[config.mk]
export PLATFORM = sky130hd
export DESIGN_NAME = pc_unit
export DESIGN_NICKNAME = d
export VERILOG_FILES = /design/src/rtl/pc_unit.sv
export SDC_FILE = /design/constraint.sdc
export NUM_CORES = 1
export LEC_CHECK = 0
export CAP_MARGIN = 20
export CORE_ASPECT_RATIO = 0.7
export CORE_MARGIN = 2
export CORE_UTILIZATION = 44
export DETAILED_ROUTE_END_ITERATION = 8
export PLACE_DENSITY = 0.87
export SKIP_CTS_REPAIR_TIMING = 1
export SYNTH_ARGS = -nofsm -noshare
export SYNTH_HDL_FRONTEND = slang
export SYNTH_SLANG_ARGS = --single-unit
[constraint.sdc]
create_clock -name clk -period 4.39 [get_ports clk]
set_clock_uncertainty 0.15 [all_clocks]
set_input_delay 0.439 -clock clk [delete_from_list [all_inputs] [get_ports clk]]
set_output_delay 0.439 -clock clk [all_outputs]
set_load 0.02 [all_outputs]
[src/rtl/pc_unit.sv]
// Program-counter unit: holds the fetch PC and picks the next one (sequential, branch, jump, stall).
// Define PC_RAS_EN to add call/ret handling through a circular return-address stack.
module pc_unit #(
  parameter int                ADDR_W       = 32,
  parameter int                INSTR_BYTES  = 4,
  parameter logic [ADDR_W-1:0] RESET_VECTOR = '0
`ifdef PC_RAS_EN
  , parameter int              RAS_DEPTH    = 4
`endif
) (
  input  logic              clk,
  input  logic              rst_n,
  input  logic              stall,
  input  logic              branch_taken,
  input  logic [ADDR_W-1:0] branch_target,
  input  logic              jump,
  input  logic [ADDR_W-1:0] jump_target,
`ifdef PC_RAS_EN
  input  logic              call,
  input  logic              ret,
  output logic              ras_empty,
`endif
  output logic [ADDR_W-1:0] pc,
  output logic [ADDR_W-1:0] pc_plus,
  output logic              fetch_valid,
  output logic              misalign_err
);

  typedef enum logic [1:0] {BOOT, RUN, HALT} state_t;

  localparam logic [ADDR_W-1:0] ALIGN_MASK = ADDR_W'(INSTR_BYTES - 1);
  localparam logic [ADDR_W-1:0] STEP       = ADDR_W'(INSTR_BYTES);

  state_t            state_q, state_d;
  logic [ADDR_W-1:0] pc_q, pc_d;
  logic              fetch_valid_q, fetch_valid_d;
  logic              misalign_q, misalign_d;
  logic [ADDR_W-1:0] target;
  logic              take_target;

`ifdef PC_RAS_EN
  localparam int PTR_W = (RAS_DEPTH > 1) ? $clog2(RAS_DEPTH) : 1;
  // The occupancy counter is wider than the storage, so pops past a wrap replay overwritten slots.
  localparam int CNT_W = PTR_W + 1;

  logic [ADDR_W-1:0] ras_mem_q [RAS_DEPTH];
  logic [ADDR_W-1:0] ras_mem_d [RAS_DEPTH];
  logic [PTR_W-1:0]  ras_ptr_q, ras_ptr_d, ras_top_idx;
  logic [CNT_W-1:0]  ras_cnt_q, ras_cnt_d;
  logic              push_req, ras_push, ras_pop;

  assign ras_empty   = (ras_cnt_q == '0);
  assign ras_top_idx = (ras_ptr_q == '0) ? PTR_W'(RAS_DEPTH - 1) : ras_ptr_q - PTR_W'(1);

  always_comb begin
    ras_mem_d = ras_mem_q;
    ras_ptr_d = ras_ptr_q;
    ras_cnt_d = ras_cnt_q;
    if (ras_push) begin
      ras_mem_d[ras_ptr_q] = pc_plus;
      ras_ptr_d = (ras_ptr_q == PTR_W'(RAS_DEPTH - 1)) ? '0 : ras_ptr_q + PTR_W'(1);
      if (ras_cnt_q != '1) begin
        ras_cnt_d = ras_cnt_q + CNT_W'(1);
      end
    end else if (ras_pop) begin
      ras_ptr_d = ras_top_idx;
      ras_cnt_d = ras_cnt_q - CNT_W'(1);
    end
  end
`endif

  assign pc_plus = pc_q + STEP;

  always_comb begin
    state_d     = state_q;
    pc_d        = pc_q;
    misalign_d  = misalign_q;
    target      = '0;
    take_target = 1'b0;
`ifdef PC_RAS_EN
    push_req    = 1'b0;
    ras_push    = 1'b0;
    ras_pop     = 1'b0;
`endif
    case (state_q)
      BOOT: state_d = RUN;
      RUN: begin
        if (stall) begin
          pc_d = pc_q;
        end
`ifdef PC_RAS_EN
        else if (ret) begin
          if (ras_empty) begin
            misalign_d = 1'b1;
            state_d    = HALT;
          end else begin
            ras_pop = 1'b1;
            pc_d    = ras_mem_q[ras_top_idx];
          end
        end
        else if (call) begin
          target      = jump_target;
          take_target = 1'b1;
          push_req    = 1'b1;
        end
`endif
        else if (jump) begin
          target      = jump_target;
          take_target = 1'b1;
        end
        else if (branch_taken) begin
          target      = branch_target;
          take_target = 1'b1;
        end
        else begin
          pc_d = pc_plus;
        end
        // Only the winning target is alignment-checked; a bad one freezes the unit.
        if (take_target) begin
          if ((target & ALIGN_MASK) != '0) begin
            misalign_d = 1'b1;
            state_d    = HALT;
          end else begin
            pc_d = target;
`ifdef PC_RAS_EN
            ras_push = push_req;
`endif
          end
        end
      end
      default: state_d = HALT;
    endcase
    fetch_valid_d = (state_d == RUN);
  end

  always_ff @(posedge clk or negedge rst_n) begin
    if (!rst_n) begin
      state_q       <= BOOT;
      pc_q          <= RESET_VECTOR;
      fetch_valid_q <= 1'b0;
      misalign_q    <= 1'b0;
`ifdef PC_RAS_EN
      ras_ptr_q     <= '0;
      ras_cnt_q     <= '0;
      for (int i = 0; i < RAS_DEPTH; i++) begin
        ras_mem_q[i] <= '0;
      end
`endif
    end else begin
      state_q       <= state_d;
      pc_q          <= pc_d;
      fetch_valid_q <= fetch_valid_d;
      misalign_q    <= misalign_d;
`ifdef PC_RAS_EN
      ras_ptr_q     <= ras_ptr_d;
      ras_cnt_q     <= ras_cnt_d;
      ras_mem_q     <= ras_mem_d;
`endif
    end
  end

  assign pc           = pc_q;
  assign fetch_valid  = fetch_valid_q;
  assign misalign_err = misalign_q;

endmodule

**After elaboration in Yosys (flattened, before gate mapping)**

Index checks and enable logic that the tools add are counted.

- Latch bits: 0
- Bits in read-only memories: 0
- Bits in writable memories: 0
- Register bits: 36
- Memories kept: 0
- Logic and storage cells: 26

- Order comparisons: 0
- Reduce and logical (&&, ||, !) cells: 3
- Add/subtract/negate cells: 1
- Div/mod/pow operators: 0
- Shift-type cells: 0
- Eq/ne operators: 2
- Bitwise operators: 0
- Multiply operators: 0
- Multiplexer cells: 16

Operator list:

| operator | number |
|---|---|
| two-way mux 32 bit | 9 |
| adder 32 x 3 -> 32 bit (second input constant) | 1 |
| nonzero test 32 bit | 1 |
| == test 2 x 1 -> 1 bit (second input constant) | 2 |
| two-way mux 1 bit | 4 |
| two-way mux 2 bit | 2 |
| case mux 2 bit (2 select lines) | 1 |
| AND reduction 3 bit | 1 |
| zero test 2 bit | 1 |

**Depth between registers and ports, before layout**

Gate-level depths: netlist of the first run.

- Depth after elaboration: 9
- Gate-level depth with buffers: 8
- Gate-level depth less buffers: 6

**Least setup slack after synthesis of the first run**

OpenSTA, ideal clock, no wires.

- Path kind: flip-flop to output port
- Start: reg pc_q[3], in the netlist pc[3]
- End: out pc_plus[18]
- Path slack: 1.869 ns
- Data arrival time: 1.932 ns
- Stages on the path, launching flop included: 6
- Path buffers: 0
- Cell sequence: dfrtp_1 ha_1 nand3_1 or4_4 nor2_1 xor2_1

- Word-level cells in the longest chain between the ends: 1

Ends and longest elaborated chain:

| what | RTL line | source |
|---|---|---|
| start: declaration | 35 | `logic [ADDR_W-1:0] pc_q, pc_d;` |
| start signal: assignment | 151 | `pc_q <= pc_d;` |
| adder 32 x 3 -> 32 bit | 72 | `assign pc_plus = pc_q + STEP;` |
| end: declaration | 24 | `output logic [ADDR_W-1:0] pc_plus,` |

Every way passes these cells.

**Worst setup path after layout of the first run**

- Start: reg pc_q[13], in the netlist pc[13]
- End: out pc_plus[28]

The elaborated chain is that of the path after synthesis.

==> metrics.md, run 1 <==
| Metric | Value |
|---|---|
| Mapped Area | 2730 um2 |
| Antenna diode count | 0 |
| Max-Cap Viols | 0 |
| Top_reg_cell synth | dfrtp_1 |
| Post-synth ARST share | 1.00 |
| Clk root buf | clkbuf_8 |
| Syn_area_per_cell | 8.61 um2 |
| Total net switching power | around 0.0010 W |
| Post-synthesis adder-cell area fraction | 0.00458 |
| CP Launch Type | flop |
| CP Capture Type | output port |
| PwrDens | roughly 540 nW/um2 |
| Initial antenna violation count | 0 |
| Unique masters post-synth | 55 |
| TritonCTS clock tree | yes |
| Final setup margin | 0.898 ns |
| Achievable Freq | 286 MHz |
| Io pins | 135 |
| Met2 routed WL | 4440 um |
| Total core area | 5870 um2 |
| Clock sink count | 36 |
| Pre-CTS WS | 0.856 ns |
| Final WL | about 9700 um |
| GP Congestion | between 0.9 and 1 |
| DIE HEIGHT | 69.9 um |
| P&R area growth vs syn | 52.0% |
| Top cells by count, synth | dfrtp_1, nor2_1, nand2_1, xnor2_1, a21oi_1 |
| Largest family of logic cells by synthesized area | compound AO/OA/AOI/OAI gates |
| Status | completed |
| Final worst path period share | 0.795 |
| Later-pin clock latency in the skew report | between 0.2 and 0.3 ns |
| Setup CP Type | reg2out |
| Metal3 WL | 1150 um |
| Synth area leaders | dfrtp_1, xnor2_1, a221oi_1 |
| Total congestion overflow | 0 |
| Most common cell in the synthesized netlist | dfrtp_1 |
| Total Power | 0.00225 W |
| Worst EP required | 3.80 ns |
| Final TNS setup | 0 ns |
| Compound-cell area share of the yosys netlist | 0.267 |
| Fin. Hold Viols | 0 |
| Final min period | ~3.5 ns |
| Starting Density | 0.465 |
| Vias post-DR | 3209 |
| Combinational power share | 0.566 |
| RSZ-0062 raised after global routing | false |
| Drt wl/cell | 18.9 um |
| Nets | 505 |
| Worst slew pin tran | 0.843 ns |
| Leakage | approximately 1.5 nW |
| Post-DP HPWL | 7260 um |
| Post-synthesis sequential area ratio | 0.330 |
| H-tree Lvls | 2 |
| P_int | 0.00125 W |
| Layout cells sized above 1 | 0.0619 |
| Vias per inst | 6.28 |
| CTS clock-pin slew for the worst setup and hold paths | 0.08 ns |
| Die area | 6860 um2 |
| Post-synthesis simple-gate area fraction | 0.235 |
| Clock share of power | 0.113 |
| First-pass GRT wire length | 15600 um |
| Top sig layer | met4 |
| Min Hold Slack | slightly below 0.1 ns |
| # setup viols final | 0 |
| Post-synthesis xor/xnor area fraction | 0.0898 |
| Row cnt | 23 |
| Met1 Routed Length | about 4000 um |
| Yosys reg bits | 36 |
| Syn Inst Count | 317 |
| Vias in the first global route | slightly above 3000 |
| Switching Fraction | 0.446 |
| Max-slew violation count | 0 |
| DR pass1 iterations | 5 |
| CP arrival | between 2 and 3 ns |
| HP Class | in2async |
| Net Count, Synth | 387 |
| CP max FO | 11 |
| Overall Global Routing Usage | 0.279 |
| Mux contribution to synthesized area | 0.0156 |
| Residual DRC | 0 |
| Warnings, synthesis | 0 |
| Port Buffer Count | 134 |
| Post-synth EDFFs | 0 |
| Largest net degree at the start of global routing | 37 |
| Seq pwr share | 0.322 |
| Worst slew margin | 0.434 |
| Peak VDD IR | 336 uV |
| ANT nets after route | 0 |
| Initial DRC count | roughly 360 |
| Die width | 98.2 um |
| Share of the synthesized area in the top cell type | 0.330 |
| Max clock buf depth | 2 |
| TritonCTS buffer count | 5 |
| Leading area contributor after synthesis | dfrtp_1 |
registers in the layout, indices dropped and copies added (netlist names):
register and cells:
fetch_valid 1, misalign_err 1, pc 32, state_q 2
cells by family after synthesis:
group,Yosys count
muxes,4
DFF,36
adders and majority gates,1
buffers and inverters,33
AOI/OAI and AO/OA,96
xor gates and xnor gates,28
and+or+nand+nor,119
metrics by stage:
step	util	std cells	area (um2)
6_report	0.707	511	4150
5_1_grt	0.707	511	4150
4_1_cts	0.706	510	4140
3_5_place_dp	0.690	502	4050
3_3_place_gp	0.690	502	4050
2_1_floorplan	-	317	2730
placed cells by master (no fill, tap or decap), types with 7 or more instances in the layout:
| cell | synthesis | routed |
|---|---|---|
| a211oi_1 | 9 | 9 |
| nor2_1 | 28 | 28 |
| xor2_1 | 10 | 10 |
| a31oi_1 | 7 | 7 |
| a221o_1 | 8 | 8 |
| nand2_1 | 23 | 23 |
| nor3_1 | 12 | 12 |
| clkdlybuf4s50_1 | 0 | 133 |
| nand4_1 | 10 | 10 |
| a21oi_1 | 17 | 17 |
| a221oi_1 | 15 | 15 |
| xnor2_1 | 18 | 18 |
| nand3_1 | 13 | 13 |
| dfrtp_1 | 36 | 36 |
critical path, stage by stage, from the launching register on:
cell	delay, ns
dfrtp_1	0.59
nand4_2	0.20
nor4_4	0.53
nand3_1	0.33
nor2_1	0.20
xor2_1	0.15
clkdlybuf4s50_1	0.61
power by group through the flow:
| stage | combinational [W] | clock, W | sequential (W) |
|---|---|---|---|
| final | 0.00127 | 0.000253 | 0.000723 |
| after detailed placement | 0.00127 | 0 | 0.000715 |
| after global placement | 0.00125 | 0 | 0.000706 |
| after CTS | 0.00128 | 0.000251 | 0.000711 |
| after floorplan | 0.000587 | 0 | 0.000754 |
| after global routing | 0.00134 | 0.000269 | 0.000748 |
path summary, 6_finish.rpt:
path	from	endpoint	slack, ns	cells after the start
hold reg to reg	state_q[1]	state_q[0]	0.34	1
setup / recovery	pc[13]	pc_plus[28]	0.90	6
max in group asynchronous	rst_n	pc[26]	3.45	1
min in group clk	state_q[1]	state_q[0]	0.34	1
setup reg to reg	state_q[0]	pc[23]	1.88	5
hold / removal	rst_n	pc[0]	0.1	1
layer usage:
layer  vias up  global-route usage
met5         -                   0
met4         0              0.0578
met3         6              0.0661
met2       223               0.430
met1      1529               0.402
li1       1451                   -
cell type report:
class,count,area [um2]
clock buffers,8,90.1
fillers,476,1720
inverters,5,18.8
multi-input cells,248,1670
flip-flops and latches,36,901
well taps,75,93.8
repair buffers,139,1370
No activity file was read; power rests on OpenSTA's default activity.
==> run 2: changes to the inputs <==
CORE_UTILIZATION = 41   (was 44)
PLACE_DENSITY = 0.81   (was 0.87)
clock period = 3.4 ns   (was 4.39 ns; I/O delays follow)
==> metrics.md, run 2 (synthesized netlist as in run 1, its figures left out) <==
| Metric | Value |
|---|---|
| Row cnt | 24 |
| Port Buffer Count | around 130 |
| Nets | 512 |
| Layout cells sized above 1 | 0.0792 |
| Final worst path period share | 0.934 |
| CP max FO | 10 |
| Achievable Freq | between 300 and 400 MHz |
| Clk root buf | clkbuf_8 |
| Vias post-DR | 3177 |
| Leakage | 1.58 nW |
| Setup CP Type | reg2out |
| DIE HEIGHT | 72.3 um |
| Max-Cap Viols | 0 |
| Max reg flops | 32 |
| Die area | 7340 um2 |
| PwrDens | 682 nW/um2 |
| Overall Global Routing Usage | 0.265 |
| Status | completed |
| ANT nets after route | 0 |
| Vias in the first global route | ~3100 |
| Worst slew pin tran | approximately 0.86 ns |
| Most frequent cells in the layout | clkdlybuf4s50_1, dfrtp_1, nor2_1 |
| TritonCTS clock tree | yes |
| Worst EP required | 2.91 ns |
| Crit-path cells | and4_1 > and3_1 > nand3_1 > nor2_1 > xor2_1 > clkdlybuf4s50_1 |
| Slowest-stage cell, CP | clkdlybuf4s50_1 |
| Initial antenna violation count | 0 |
| Die width | approximately 100 um |
| Io pins | 135 |
| H-tree Lvls | 2 |
| Max-slew violation count | 0 |
| DR pass1 iterations | 5 |
| Largest net degree at the start of global routing | 37 |
| RSZ-0062 raised after global routing | false |
| Antenna diode count | 0 |
| Post-DP HPWL | 7410 um |
| Vias per inst | 5.96 |
| Total Power | roughly 0.0029 W |
| Total congestion overflow | 0 |
| CP Launch Type | flop |
| Clock sink count | 36 |
| TritonCTS buffer count | 5 |
| Final TNS setup | 0 ns |
| Fin. Hold Viols | 0 |
| Finished Layout Cells | between 500 and 600 |
| Initial DRC count | 226 |
| GP Congestion | around 0.93 |
| P&R area growth vs syn | 54.3% |
| HP Class | in2async |
| # setup viols final | 0 |
| Worst slew margin | 0.425 |
| CP Capture Type | output port |
| Peak VDD IR | 394 uV |
| Worst path max stage delay | 0.62 ns |
| Starting Density | 0.431 |
| Max clock buf depth | 2 |
| Dpl cells | 526 |
| First-pass GRT wire length | between 15000 and 20000 um |
| CP arrival | ~2.7 ns |
| Residual DRC | 0 |
| Reg2Reg Setup Slack | 1.00 ns |
| Most common cell after layout, fill and taps aside | clkdlybuf4s50_1 |
| Final min period | 3.17 ns |
| Later-pin clock latency in the skew report | slightly below 0.3 ns |
| Final WL | 9730 um |
| CTS clock-pin slew for the worst setup and hold paths | 0.08 ns |
| Drt wl/cell | 18.3 um |
| Total core area | 6340 um2 |
[run 2: critical path, delay by kind of cell, from the launching register on]
| kind | cells | cell delay [ns] |
|---|---|---|
| xor gates and xnor gates | 1 | 0.15 |
| DFF | 1 | 0.54 |
| and+or+nand+nor | 4 | 1.08 |
| buffers and inverters | 1 | 0.62 |
[run 2: layout make-up]
| class | count | area (um2) |
|---|---|---|
| Sequential cell | 36 | 901 |
| Timing Repair Buffer | 146 | 1430 |
| Tap cell | 91 | 114 |
| Clock buffer | 6 | 72.6 |
| Multi-Input combinational cell | 248 | 1680 |
| Clock inverter | 1 | 5.00 |
| Fill cell | 531 | 2120 |
| Inverter | 5 | 18.8 |
[run 2: worst paths after layout]
| check | start | end | depth (start not counted) |
|---|---|---|---|
| worst max-delay path | pc[9] | pc_plus[28] | 6 |
| worst min register to register | state_q[1] | fetch_valid | 1 |
| max in group asynchronous | rst_n | pc[10] | 1 |
| min in group clk | state_q[1] | fetch_valid | 1 |
| worst max register to register | state_q[0] | pc[17] | 5 |
| worst min-delay path | rst_n | pc[21] | 1 |
[run 2: where the power goes]
part / leakage (nW) / internal [W] / switching (W)
clock network: 0.0410 / 0.000140 / 0.000155
logic: 1.09 / 0.000856 / 0.000809
registers: 0.446 / 0.000593 / 0.000322
total: 1.58 / 0.00159 / 0.00129
[run 2: metrics by stage]
step / util / worst slack, ns / hold WS, ns / cell area (um2)
after detailed placement: 0.652 / 0.523 / 0.309 / 4130
after global routing: 0.665 / 0.0111 / 0.0723 / 4210
final: 0.665 / 0.225 / 0.000843 / 4210
after CTS: 0.664 / 0.196 / 0.0374 / 4210
after global placement: 0.652 / 0.608 / 0.298 / 4130
after floorplan: - / 0.978 / -0.106 / 2730
[run 2: layer usage]
metal / up-vias / GRT usage / share of wire
li1: 1473 / - / -
met1: 1511 / 0.360 / 0.44
met2: 175 / 0.428 / 0.45
met3: 18 / 0.0645 / 0.096
met4: 0 / 0.0676 / 0.013
met5: - / 0 / 0
